$ cat config.mk
export PLATFORM = sky130hd
export DESIGN_NAME = axi8_lite_master
export DESIGN_NICKNAME = d
export VERILOG_FILES = /design/src/rtl/axi8_lite_master.sv
export SDC_FILE = /design/constraint.sdc
export NUM_CORES = 1
export LEC_CHECK = 0
export CORE_AREA = 5 5 58 60
export DETAILED_ROUTE_END_ITERATION = 12
export DIE_AREA = 0 0 63 65
export DONT_BUFFER_PORTS = 1
export PLACE_DENSITY = 0.79
export REMOVE_ABC_BUFFERS = 1
export SYNTH_ARGS = -nofsm -noshare
export SYNTH_HDL_FRONTEND = slang
export SYNTH_SLANG_ARGS = --single-unit
$ cat constraint.sdc
create_clock -name clk -period 1.5 [get_ports clk]
set_input_delay 0.225 -clock clk [delete_from_list [all_inputs] [get_ports clk]]
set_output_delay 0.225 -clock clk [all_outputs]
set_load 0.005 [all_outputs]
$ cat src/rtl/axi8_lite_master.sv
// Single-outstanding AXI4-Lite 8-bit master: command/response front end to AW/W/B and AR/R.
// Optional slave-wait timeout enabled by defining AXI8M_TIMEOUT_EN.
module axi8_lite_master #(
  parameter int unsigned ADDR_WIDTH     = 1,
  parameter int unsigned DATA_WIDTH     = 8,
  parameter int unsigned TIMEOUT_CYCLES = 255
) (
  input  logic                  clk,
  input  logic                  ARESETN,
  input  logic                  cmd_valid,
  output logic                  cmd_ready,
  input  logic                  cmd_write,
  input  logic [ADDR_WIDTH-1:0] cmd_addr,
  input  logic [DATA_WIDTH-1:0] cmd_wdata,
  output logic                  rsp_valid,
  input  logic                  rsp_ready,
  output logic [DATA_WIDTH-1:0] rsp_rdata,
  output logic [1:0]            rsp_resp,
  output logic [ADDR_WIDTH-1:0] AWADDR,
  output logic                  AWVALID,
  input  logic                  AWREADY,
  output logic [DATA_WIDTH-1:0] WDATA,
  output logic                  WSTRB,
  output logic                  WVALID,
  input  logic                  WREADY,
  input  logic                  BVALID,
  output logic                  BREADY,
  input  logic [1:0]            BRESP,
  output logic [ADDR_WIDTH-1:0] ARADDR,
  output logic                  ARVALID,
  input  logic                  ARREADY,
  input  logic                  RVALID,
  output logic                  RREADY,
  input  logic [DATA_WIDTH-1:0] RDATA,
  input  logic [1:0]            RRESP
);

  generate
    if (DATA_WIDTH != 8 || TIMEOUT_CYCLES == 0) begin : g_bad_cfg
      $error("axi8_lite_master: DATA_WIDTH must be 8 and TIMEOUT_CYCLES nonzero");
    end
  endgenerate

  typedef enum logic [2:0] {IDLE, WR_AW_W, WR_B, RD_AR, RD_R, RSP} state_t;

  localparam logic [1:0] RESP_TIMEOUT = 2'b11;

  state_t                state_q, state_d;
  logic                  cmd_ready_d, awvalid_d, wvalid_d, bready_d, arvalid_d, rready_d;
  logic                  rsp_valid_d;
  logic [ADDR_WIDTH-1:0] awaddr_d, araddr_d;
  logic [DATA_WIDTH-1:0] wdata_d, rsp_rdata_d;
  logic [1:0]            rsp_resp_d;
  logic                  tmo_hit;
  logic                  aw_fire, w_fire;

  assign WSTRB   = 1'b1;
  assign aw_fire = AWVALID && AWREADY;
  assign w_fire  = WVALID && WREADY;

`ifdef AXI8M_TIMEOUT_EN
  localparam int unsigned CNT_W = $clog2(TIMEOUT_CYCLES + 1);
  logic [CNT_W-1:0] tmo_cnt_q;

  // >= so a partial AW/W handshake on the expiry cycle still leaves a live timeout
  assign tmo_hit = (tmo_cnt_q >= CNT_W'(TIMEOUT_CYCLES - 1));

  always_ff @(posedge clk or negedge ARESETN) begin
    if (!ARESETN) begin
      tmo_cnt_q <= '0;
    end else if (state_d != state_q) begin
      tmo_cnt_q <= '0;
    end else if (state_q inside {WR_AW_W, WR_B, RD_AR, RD_R}) begin
      tmo_cnt_q <= tmo_cnt_q + CNT_W'(1);
    end
  end
`else
  assign tmo_hit = 1'b0;
`endif

  // Next-state and next-output decode; every output is held in a register below
  always_comb begin
    state_d     = state_q;
    awvalid_d   = AWVALID;
    wvalid_d    = WVALID;
    bready_d    = BREADY;
    arvalid_d   = ARVALID;
    rready_d    = RREADY;
    rsp_valid_d = rsp_valid;
    awaddr_d    = AWADDR;
    araddr_d    = ARADDR;
    wdata_d     = WDATA;
    rsp_rdata_d = rsp_rdata;
    rsp_resp_d  = rsp_resp;

    unique case (state_q)
      IDLE: begin
        if (cmd_valid && cmd_ready) begin
          if (cmd_write) begin
            state_d   = WR_AW_W;
            awvalid_d = 1'b1;
            wvalid_d  = 1'b1;
            awaddr_d  = cmd_addr;
            wdata_d   = cmd_wdata;
          end else begin
            state_d   = RD_AR;
            arvalid_d = 1'b1;
            araddr_d  = cmd_addr;
          end
        end
      end
      WR_AW_W: begin
        if (aw_fire) awvalid_d = 1'b0;
        if (w_fire)  wvalid_d  = 1'b0;
        if (!awvalid_d && !wvalid_d) begin
          state_d  = WR_B;
          bready_d = 1'b1;
        end else if (tmo_hit && !aw_fire && !w_fire) begin
          awvalid_d   = 1'b0;
          wvalid_d    = 1'b0;
          rsp_valid_d = 1'b1;
          rsp_resp_d  = RESP_TIMEOUT;
          rsp_rdata_d = '0;
          state_d     = RSP;
        end
      end
      WR_B: begin
        if (BVALID && BREADY) begin
          bready_d    = 1'b0;
          rsp_valid_d = 1'b1;
          rsp_resp_d  = BRESP;
          rsp_rdata_d = '0;
          state_d     = RSP;
        end else if (tmo_hit) begin
          bready_d    = 1'b0;
          rsp_valid_d = 1'b1;
          rsp_resp_d  = RESP_TIMEOUT;
          rsp_rdata_d = '0;
          state_d     = RSP;
        end
      end
      RD_AR: begin
        if (ARVALID && ARREADY) begin
          arvalid_d = 1'b0;
          rready_d  = 1'b1;
          state_d   = RD_R;
        end else if (tmo_hit) begin
          arvalid_d   = 1'b0;
          rsp_valid_d = 1'b1;
          rsp_resp_d  = RESP_TIMEOUT;
          rsp_rdata_d = '0;
          state_d     = RSP;
        end
      end
      RD_R: begin
        if (RVALID && RREADY) begin
          rready_d    = 1'b0;
          rsp_valid_d = 1'b1;
          rsp_resp_d  = RRESP;
          rsp_rdata_d = RDATA;
          state_d     = RSP;
        end else if (tmo_hit) begin
          rready_d    = 1'b0;
          rsp_valid_d = 1'b1;
          rsp_resp_d  = RESP_TIMEOUT;
          rsp_rdata_d = '0;
          state_d     = RSP;
        end
      end
      RSP: begin
        if (rsp_ready) begin
          rsp_valid_d = 1'b0;
          state_d     = IDLE;
        end
      end
      default: state_d = IDLE;
    endcase

    // Ready only once IDLE is actually registered, so no accept on the response-handshake cycle
    cmd_ready_d = (state_d == IDLE);
  end

  always_ff @(posedge clk or negedge ARESETN) begin
    if (!ARESETN) begin
      state_q   <= IDLE;
      cmd_ready <= 1'b0;
      AWVALID   <= 1'b0;
      WVALID    <= 1'b0;
      BREADY    <= 1'b0;
      ARVALID   <= 1'b0;
      RREADY    <= 1'b0;
      rsp_valid <= 1'b0;
      AWADDR    <= '0;
      ARADDR    <= '0;
      WDATA     <= '0;
      rsp_rdata <= '0;
      rsp_resp  <= 2'b00;
    end else begin
      state_q   <= state_d;
      cmd_ready <= cmd_ready_d;
      AWVALID   <= awvalid_d;
      WVALID    <= wvalid_d;
      BREADY    <= bready_d;
      ARVALID   <= arvalid_d;
      RREADY    <= rready_d;
      rsp_valid <= rsp_valid_d;
      AWADDR    <= awaddr_d;
      ARADDR    <= araddr_d;
      WDATA     <= wdata_d;
      rsp_rdata <= rsp_rdata_d;
      rsp_resp  <= rsp_resp_d;
    end
  end

endmodule

==> results.sh <==
export IMPL_run_status="finished clean"
export IMPL_cts_max_path_buffers=2
export IMPL_ys_seq_elements=30
export IMPL_wire_length_of_the_first_global_routing_pass_um=4820
export IMPL_worstSkewPairLatency_ps=330
export IMPL_cp_buffers_inverters=2
export IMPL_critPathArrivalTime_ps=1630
export IMPL_critPathCaptureType="flip-flop"
export IMPL_overall_power_w=0.00307
export IMPL_synthArstFlopShare_pct=100
export IMPL_rsz0062_at_grt="false"
export IMPL_hold_viol=0
export IMPL_number_of_antenna_violations_at_the_first_check_in_global_routing=0
export IMPL_most_frequent_cells_in_the_layout="sky130_fd_sc_hd__dfrtp_1, sky130_fd_sc_hd__nand2_1, sky130_fd_sc_hd__o21ai_2"
export IMPL_cts_num_sinks=30
export IMPL_period_share_pct=93.3
export IMPL_wl_um=2970
export IMPL_yosys_most_used_dff="sky130_fd_sc_hd__dfrtp_1"
export IMPL_row_count=20
export IMPL_synth_yosys_seq_area_share_pct=52.2
export IMPL_multi_input_comb_area_um2=621
export IMPL_ir_drop_mv=1.02
export IMPL_yosys_warnings=0
export IMPL_floorplan_die_area_um2=4100
export IMPL_die_h_um=65
export IMPL_final_critical_path_time_including_i_o_delays_and_setup_ps=1400
export IMPL_syn_avg_cell_area_um2=11.8
export IMPL_power_density_over_the_cells_nw_per_um2=1900
export IMPL_number_of_synthesized_flops_with_an_enable_pin=0
export IMPL_hpwlAfterDp_um=2280
export IMPL_final_max_slew_violation_count=0
export IMPL_leakage_nw=0.733
export IMPL_critical_path_top_delay_family="flip-flops"
export IMPL_netlist_top_cell_by_area="sky130_fd_sc_hd__dfrtp_1"
export IMPL_fp_coreArea_um2=2880
export IMPL_globalRoute_totalOverflow=0
export IMPL_cts_htree_levels=2
export IMPL_path_cells="buf_4 > nor3b_4 > a22oi_2 > buf_12 > nand2_1 > o21ai_2"
export IMPL_clkTransAtPathRegs_ps=90
export IMPL_final_common_cell="sky130_fd_sc_hd__dfrtp_1"
export IMPL_tritoncts="built"
export IMPL_globalRouteTotalUtil_pct=15.6
export IMPL_critical_path_max_fanout=21
export IMPL_largest_net_degree_at_the_start_of_global_routing=31
export IMPL_syn_cell_area_um2=1440
export IMPL_number_of_distinct_standard_cells_referenced_by_the_synthesized_netlist=36
export IMPL_maxCapViolations=0
export IMPL_synth_top_cell_area_share_pct=52.2
export IMPL_nets=164
export IMPL_hold_class="in -> reg"
export IMPL_port_buffers=0
export IMPL_drtAntennaViolNets=0
export IMPL_layout_area_seq_um2=752
export IMPL_crit_path_start_kind="flip-flop"
export IMPL_routabilityCongestion=0.838
export IMPL_drt_vias_per_instance=5.73
export IMPL_critPathKind="reg -> reg"
export IMPL_drtIter0Drc=31
export IMPL_die_w_um=63
export IMPL_initial_core_util_pct=50.0
export IMPL_drc_errors=0
export IMPL_netlist_top_cells_area="sky130_fd_sc_hd__dfrtp_1, sky130_fd_sc_hd__mux2_4, sky130_fd_sc_hd__nand2_1"
export IMPL_antenna_diode_count=0
export IMPL_drt_pass1_iterations=4
export IMPL_timing_final_setup_violations=0
export IMPL_route_vias_total=957
export IMPL_proportion_of_layout_cells_with_a_drive_suffix_above_1_pct=31.3
export IMPL_flow_area_growth_from_synthesis_pct=12.3
export IMPL_cts_made_buffers=5
export IMPL_cpMaxStageDelayCell="sky130_fd_sc_hd__dfrtp_1"
export IMPL_final_setup_skew_ps=6.71
export IMPL_total_i_o_pin_count=59
export IMPL_final_design_utilization_pct=56.1
export IMPL_fmax_achieved_mhz=714
export IMPL_grt_pass1_vias=1002
export IMPL_fillers=219
export IMPL_postSynthCellCount=122
export IMPL_slowest_delay_ps=450
export IMPL_cts_root_buffer_cell="sky130_fd_sc_hd__clkbuf_4"
export IMPL_worst_ep_required_time_ps=1730
export IMPL_detail_route_wl_per_cell_um=17.8
repair_timing:
action / in CTS / in global routing
resized for setup: 1 / 2
buffers inserted: 0 / 0
setup endpoints to repair: 2 / 10
hold endpoints to repair: 32 / 0
pin swaps: 0 / 0
hold buffers: 4 / 0
state kept, by name (all words and copies together) (netlist names), 2 cells and up:
name       cells
state_q        3
rsp_rdata      8
rsp_resp       2
WDATA          8
logic make-up after synthesis:
kind of cell	synth area share, %
compound gates	12.4
buf+inv	5.30
flops	52.2
mux	11.3
other cells	0.261
simple gates	18.5
routing by layer:
layer	vias to the layer above	wire, µm	part of all wire, %	global-route usage [%]
met1	460	1060	36	17.4
li1	451	-	-	-
met2	36	1580	53	24.5
met4	0	99	3.3	9.81
met3	10	237	8.0	6.41
met5	-	0	0	0
worst register-to-register path: stages (launching register included):
cell and delay (ps):
sky130_fd_sc_hd__dfrtp_1 450, sky130_fd_sc_hd__buf_4 180, sky130_fd_sc_hd__nor3b_4 230, sky130_fd_sc_hd__a22oi_2 130, sky130_fd_sc_hd__buf_12 170, sky130_fd_sc_hd__nand2_1 90
sky130_fd_sc_hd__o21ai_2 60
per-stage QoR:
stage | setup WS, ps | cells | setup TNS, ps | cell area [µm²] | hold WS [ps]
3_3_place_gp | 76.2 | 155 | 0 | 1480 | -69.9
2_1_floorplan | -183 | 115 | -1960 | 1370 | -70.6
3_5_place_dp | -6.01 | 155 | -6.01 | 1480 | -70.1
4_1_cts | 44.4 | 167 | 0 | 1610 | 14.4
6_report | 100 | 167 | 0 | 1620 | 16.9
5_1_grt | 9.60 | 167 | 0 | 1620 | 9.50
synthesized netlist by cell type, drive strengths merged, types with 3 or more instances:
cell type,number
dfrtp,30
a22oi,3
mux2,10
nand2,24
a21oi,3
nor2,5
o21ai,10
buf,7
layout make-up:
class                      instances  area share [%]
sequential                        30            46.6
tap                               33            2.56
inverter                           2           0.465
clock buffer                       8            4.88
multi-input combinational         83            38.4
timing repair buffer              11            7.13
worst paths after layout:
path / startpoint / endpoint / slack [ps] / depth (start not counted)
max: state_q[0] / rsp_rdata[3] / 100 / 6
min in group asynchronous: ARESETN / state_q[1] / 330 / 2
min reg2reg: rsp_valid / rsp_valid / 510 / 2
max in group asynchronous: ARESETN / state_q[1] / 1010 / 2
min: RDATA[6] / rsp_rdata[6] / 20 / 2
max reg2reg: state_q[0] / rsp_rdata[3] / 100 / 6
where the power goes:
group / internal [W] / switching [W] / leakage (nW) / total, W
combinational: 0.000545 / 0.000488 / 0.306 / 0.00103
clock: 0.000320 / 0.000272 / 0.0446 / 0.000592
sequential: 0.00113 / 0.000313 / 0.382 / 0.00144
No activity file was read; power rests on OpenSTA's default activity.
